### src/rtl/pipe_control.sv
// Pipelined control unit: decodes the ID opcode into a 9-bit control word and carries it
// through the ID/EX, EX/MEM and MEM/WB latches, with load-use stall, MEM flush and stall counter.
module pipe_control #(
  parameter int unsigned OP_W    = 6,
  parameter int unsigned REG_W   = 5,
  parameter int unsigned CNT_W   = 16,
  parameter int unsigned EN_ADDI = 1
) (
  input  logic             clk,
  input  logic             rst,
  input  logic [OP_W-1:0]  opcode,
  input  logic             id_valid,
  input  logic [REG_W-1:0] id_rs,
  input  logic [REG_W-1:0] id_rt,
  input  logic             flush,
  output logic             stall,
  output logic [3:0]       ex_ctl,
  output logic [2:0]       mem_ctl,
  output logic [1:0]       wb_ctl,
  output logic [CNT_W-1:0] stall_cnt
);

  localparam int unsigned CTL_W = 9;

  localparam logic [OP_W-1:0] OP_RTYPE = OP_W'(6'b000000);
  localparam logic [OP_W-1:0] OP_LW    = OP_W'(6'b100011);
  localparam logic [OP_W-1:0] OP_SW    = OP_W'(6'b101011);
  localparam logic [OP_W-1:0] OP_BEQ   = OP_W'(6'b000100);
  localparam logic [OP_W-1:0] OP_ADDI  = OP_W'(6'b001000);

  // {regwrite, memtoreg, branch, memread, memwrite, regdst, aluop[1:0], alusrc}
  localparam logic [CTL_W-1:0] CTL_RTYPE = 9'b100001100;
  localparam logic [CTL_W-1:0] CTL_LW    = 9'b110100001;
  localparam logic [CTL_W-1:0] CTL_SW    = 9'b000010001;
  localparam logic [CTL_W-1:0] CTL_BEQ   = 9'b001000010;
  localparam logic [CTL_W-1:0] CTL_ADDI  = 9'b100000001;

  logic [CTL_W-1:0] ctl_dec;
  logic [CTL_W-1:0] id_ex_q,  id_ex_d;
  logic [REG_W-1:0] ex_rt_q,  ex_rt_d;
  logic [4:0]       ex_mem_q, ex_mem_d;
  logic [1:0]       mem_wb_q, mem_wb_d;
  logic [CNT_W-1:0] cnt_q,    cnt_d;
  logic             hazard;

  // Opcode decode
  always_comb begin
    ctl_dec = '0;
    if (opcode == OP_RTYPE) begin
      ctl_dec = CTL_RTYPE;
    end else if (opcode == OP_LW) begin
      ctl_dec = CTL_LW;
    end else if (opcode == OP_SW) begin
      ctl_dec = CTL_SW;
    end else if (opcode == OP_BEQ) begin
      ctl_dec = CTL_BEQ;
    end else if ((opcode == OP_ADDI) && (EN_ADDI != 0)) begin
      ctl_dec = CTL_ADDI;
    end
  end

  // Load-use hazard; a flush squashes the consumer anyway, so it masks the stall
  always_comb begin
    hazard = id_valid & id_ex_q[5] & (ex_rt_q != '0) &
             ((ex_rt_q == id_rs) | (ex_rt_q == id_rt));
    stall  = hazard & ~flush;
  end

  // Next-state for the control latches and the saturating stall counter
  always_comb begin
    id_ex_d  = ctl_dec;
    ex_rt_d  = id_rt;
    ex_mem_d = id_ex_q[8:4];
    mem_wb_d = ex_mem_q[4:3];
    cnt_d    = cnt_q;
    if (flush) begin
      id_ex_d  = '0;
      ex_rt_d  = '0;
      ex_mem_d = '0;
    end else if (stall || !id_valid) begin
      id_ex_d  = '0;
      ex_rt_d  = '0;
    end
    if (stall && (cnt_q != {CNT_W{1'b1}})) begin
      cnt_d = cnt_q + CNT_W'(1);
    end
  end

  always_ff @(posedge clk) begin
    if (rst) begin
      id_ex_q  <= '0;
      ex_rt_q  <= '0;
      ex_mem_q <= '0;
      mem_wb_q <= '0;
      cnt_q    <= '0;
    end else begin
      id_ex_q  <= id_ex_d;
      ex_rt_q  <= ex_rt_d;
      ex_mem_q <= ex_mem_d;
      mem_wb_q <= mem_wb_d;
      cnt_q    <= cnt_d;
    end
  end

  assign ex_ctl    = id_ex_q[3:0];
  assign mem_ctl   = ex_mem_q[2:0];
  assign wb_ctl    = mem_wb_q;
  assign stall_cnt = cnt_q;

endmodule
### config.mk
export PLATFORM = sky130hd
export DESIGN_NAME = pipe_control
export DESIGN_NICKNAME = d
export VERILOG_FILES = /design/src/rtl/pipe_control.sv
export SDC_FILE = /design/constraint.sdc
export NUM_CORES = 1
export LEC_CHECK = 0
export BUFFER_PORTS_ARGS = -buffer_cell sky130_fd_sc_hd__buf_4
export CAP_MARGIN = 20
export CORE_AREA = 2 2 66 94
export CTS_CLUSTER_DIAMETER = 150
export CTS_CLUSTER_SIZE = 30
export DETAILED_ROUTE_END_ITERATION = 7
export DIE_AREA = 0 0 68 96
export HOLD_SLACK_MARGIN = 0.12
export PLACE_DENSITY_LB_ADDON = 0.25
export SLEW_MARGIN = 20
export SYNTH_ARGS = -nofsm -noshare
export SYNTH_HDL_FRONTEND = slang
export SYNTH_SLANG_ARGS = --single-unit
### constraint.sdc
create_clock -name clk -period 4.3 [get_ports clk]
set_input_delay 0.43 -clock clk [delete_from_list [all_inputs] [get_ports clk]]
set_output_delay 0.43 -clock clk [all_outputs]
set_load 0.03 [all_outputs]
==> metrics.md <==
| Metric | Value |
|---|---|
| Dominant cell by count in the synthesized netlist | `sky130_fd_sc_hd__dfxtp_1` |
| Cell count after placement | `~280` |
| Max cap viols | `0` |
| Last weighted congestion value of the routability-driven placer | `0.790` |
| Vias per Instance | `4.86` |
| Top cells by area in the synthesized netlist | `sky130_fd_sc_hd__dfxtp_1 40%, sky130_fd_sc_hd__xor2_1 5.3%, sky130_fd_sc_hd__and2_1 4.5%` |
| Max-slew violation count | `0` |
| Required @ worst endpoint | `roughly 3.9 ns` |
| Number of antenna violations at the first check in global routing | `0` |
| Worst hold path class | `input pin to flop` |
| Top cells by instance count after synthesis | `33 x sky130_fd_sc_hd__dfxtp_1, 16 x sky130_fd_sc_hd__nor2_1, 12 x sky130_fd_sc_hd__and2_1, 10 x sky130_fd_sc_hd__xor2_1` |
| Core area | `5700 um^2` |
| Fin crit period | `roughly 2.1 ns` |
| Transition time of the tightest slew-check pin | `0.492 ns` |
| Clock insertion delay at the later pin of the skew report | `~0.28 ns` |
| Number of ports placed on the die boundary | `between 40 and 50` |
| Initial Util | `between 20% and 30%` |
| Count of instances resized after the clock tree is built | `0` |
| Sinks on Clock Net | `33` |
| Number of clock buffers inserted by TritonCTS | `5` |
| Global-route wire length before repair | `5.67 mm` |
| Most congested layer reported by global routing | `met2` |
| Worst-path clk slew | `0.07 ns` |
| Die Ht | `96 um` |
| Share of synthesized registers carrying an async set or reset | `0%` |
| Detailed-route wire length | `3.49 mm` |
| Mean post-synth cell area | `about 9.5 um^2` |
| Power density normalized to cell area | `roughly 310 nW/um^2` |
| Proportion of layout cells with a drive suffix above 1 | `between 30% and 40%` |
| Final setup violation count | `0` |
| Detailed placement HPWL | `2.61 mm` |
| Reported leakage power | `about 0.84 nW` |
| Worst clock skew on the final layout | `0.00797 ns` |
| Sequential area share after synthesis | `39.7%` |
| Worst supply voltage drop on vdd | `about 0.00013 V` |
| Initial DRC count | `65` |
| Top cell type by total area after synthesis | `sky130_fd_sc_hd__dfxtp_1` |
| Die X | `just under 70 um` |
| Post-layout nets | `~240` |
| Maximum clock path buffer count | `2` |
| Critical path endpoint category | `primary output` |
| Relative slew slack | `around two thirds` |
| Drt wl/cell | `~12 um` |
| Length of the first detailed-routing pass in iterations | `4` |
| Maximum number of pins on one net before global-route repair | `29` |
| Combined global-route utilization of all metal layers | `11.6%` |
| Worst-case register-to-register setup slack | `roughly 2.3 ns` |
| Critical path fanouts, max | `28` |
| Setup repair after global routing missed its margin | `false` |
| Count of flip-flops with a built-in enable after synthesis | `0` |
| Met3 usage | `approximately 3.3%` |
| Port Buf Inserts | `45` |
| Category of the worst setup path launch point | `flop` |
| Crit-path slowest cell | `sky130_fd_sc_hd__dfxtp_1` |
| Ys flop type | `sky130_fd_sc_hd__dfxtp_1` |
| Number of distinct library cells after synthesis | `between 40 and 50` |
| Std cell rows | `33` |
| Diode insertion count for antenna repair | `0` |
| Crit share post-route | `49.6%` |
| Post CTS Setup Buffer Count | `0` |
| Remaining DRCs | `0` |
| Cells along the critical path | `xor2_1 > nor2_1 > a22oi_2 > buf_4 > nor2_1 > buf_4` |
| Syn_nets | `197` |
| Die area | `~6500 um^2` |
| Number of global-route vias before repair | `around 1,300` |
| Cell Count, Final, Fillers Out | `between 200 and 300` |
| Clock root cell | `sky130_fd_sc_hd__clkbuf_8` |
| H-tree Lvls | `2` |
| Highest cell delay on the worst timing path | `0.38 ns` |
| Hold violation count in the final report | `0` |
| Area Overhead vs Synth | `27.5%` |
| Hold buffer count at cts | `0` |
| Total negative slack for setup checks | `0 ns` |
| Count of vias placed by the detailed router | `between 1,000 and 1,500` |
| Global-route congestion overflow total | `0` |
| Path type of the worst setup path | `flop to primary output` |
| Met2 track demand over resource in global routing | `between 10% and 20%` |
| Proportion of netlist area held by the largest area contributor | `between 30% and 40%` |
| Gate count after technology mapping | `176` |
| TritonCTS clock tree | `built` |
| Arrival time worst endpoint | `between 1.5 and 2 ns` |
| Area of the mapped netlist | `roughly 1700 um^2` |
| GRT met1 Usage | `12.8%` |
| Run status | `completed` |
| Post-route antenna net violation count | `0` |
| #FFs+latches synth | `33` |
| Count of warnings emitted by yosys | `0` |
| Maximum clock frequency | `roughly 0.47 GHz` |
[placed cells by master, fill, tap and decap left out, types with 3 or more instances in the layout]
cell type and instances:
sky130_fd_sc_hd__nor2b_1 7, sky130_fd_sc_hd__inv_1 3, sky130_fd_sc_hd__xor2_1 10, sky130_fd_sc_hd__nand3_1 3, sky130_fd_sc_hd__nand2_1 8, sky130_fd_sc_hd__dfxtp_1 33
sky130_fd_sc_hd__nor3_2 3, sky130_fd_sc_hd__or4_1 8, sky130_fd_sc_hd__o31ai_1 9, sky130_fd_sc_hd__mux2_1 3, sky130_fd_sc_hd__nor3_1 5, sky130_fd_sc_hd__nand4_1 8
sky130_fd_sc_hd__clkbuf_8 6, sky130_fd_sc_hd__buf_4 46, sky130_fd_sc_hd__and2_1 12, sky130_fd_sc_hd__nor2_1 16, sky130_fd_sc_hd__a21oi_1 9
[area by class of cell]
type | count | area (um^2)
Timing Repair Buffer | 46 | 345
Clock buffer | 6 | 82.6
Clock inverter | 2 | 37.5
Tap cell | 70 | 87.6
Fill cell | 626 | 3580
Inverter | 3 | 11.3
Sequential cell | 33 | 661
Multi-Input combinational cell | 127 | 897
[sequential cells by signal (all words and copies together) (netlist names)]
name and count:
ex_mem_q 4, ex_rt_q 5, id_ex_q 6, stall_cnt 16, wb_ctl 2
[power breakdown]
group / switching (W) / total [W] / internal, W
clock network: 0.000115 / 0.000303 / 0.000188
logic: 0.0000215 / 0.0000404 / 0.0000189
registers: 0.00000153 / 0.000308 / 0.000307
total: 0.000138 / 0.000652 / 0.000514
[cell families (layout without fill, tap and decap cells)]
group,after synthesis,count (layout),share of synthesized area [%]
AOI/OAI and AO/OA,29,29,13.7
xor gates and xnor gates,10,10,5.26
adders and majority gates,1,1,0.752
buffers and inverters,16,57,6.39
DFF,33,33,39.7
muxes,6,6,4.44
and+or+nand+nor,81,81,29.8
[routing by layer]
metal,routed length [um],vias to the layer above
met1,1460,630
met2,1760,39
met4,79,0
met3,194,6
met5,0,-
li1,-,719
[per-stage QoR]
stage / setup WS, ns / cell area (um^2) / utilization (%) / power, W / hold WS [ns]
global placement: 2.30 / 2000 / 35.1 / 0.000356 / 0.409
finish: 2.17 / 2120 / 37.2 / 0.000652 / 0.336
CTS: 2.12 / 2120 / 37.2 / 0.000663 / 0.329
detailed placement: 2.25 / 2000 / 35.1 / 0.000357 / 0.413
global route: 2.03 / 2120 / 37.2 / 0.000676 / 0.337
floorplan: 2.24 / 1660 / - / 0.000336 / 0.406
[worst paths after layout]
kind                      from            to  cells past startpoint
setup / recovery    ex_rt_q[3]         stall                      6
hold reg to reg     id_ex_q[8]   ex_mem_q[4]                      1
setup reg to reg  stall_cnt[0]  stall_cnt[3]                      6
hold / removal       opcode[3]    id_ex_q[1]                      2
[worst max-delay path: cells and delay by family (launching register included)]
kind / cells / cell delay (ns)
buffers and inverters: 2 / 0.49
flip-flops: 1 / 0.38
XOR/XNOR: 1 / 0.19
AND/OR/NAND/NOR: 2 / 0.18
AO/OA/AOI/OAI: 1 / 0.18
Note: power is estimated with default switching activity, not from simulation.
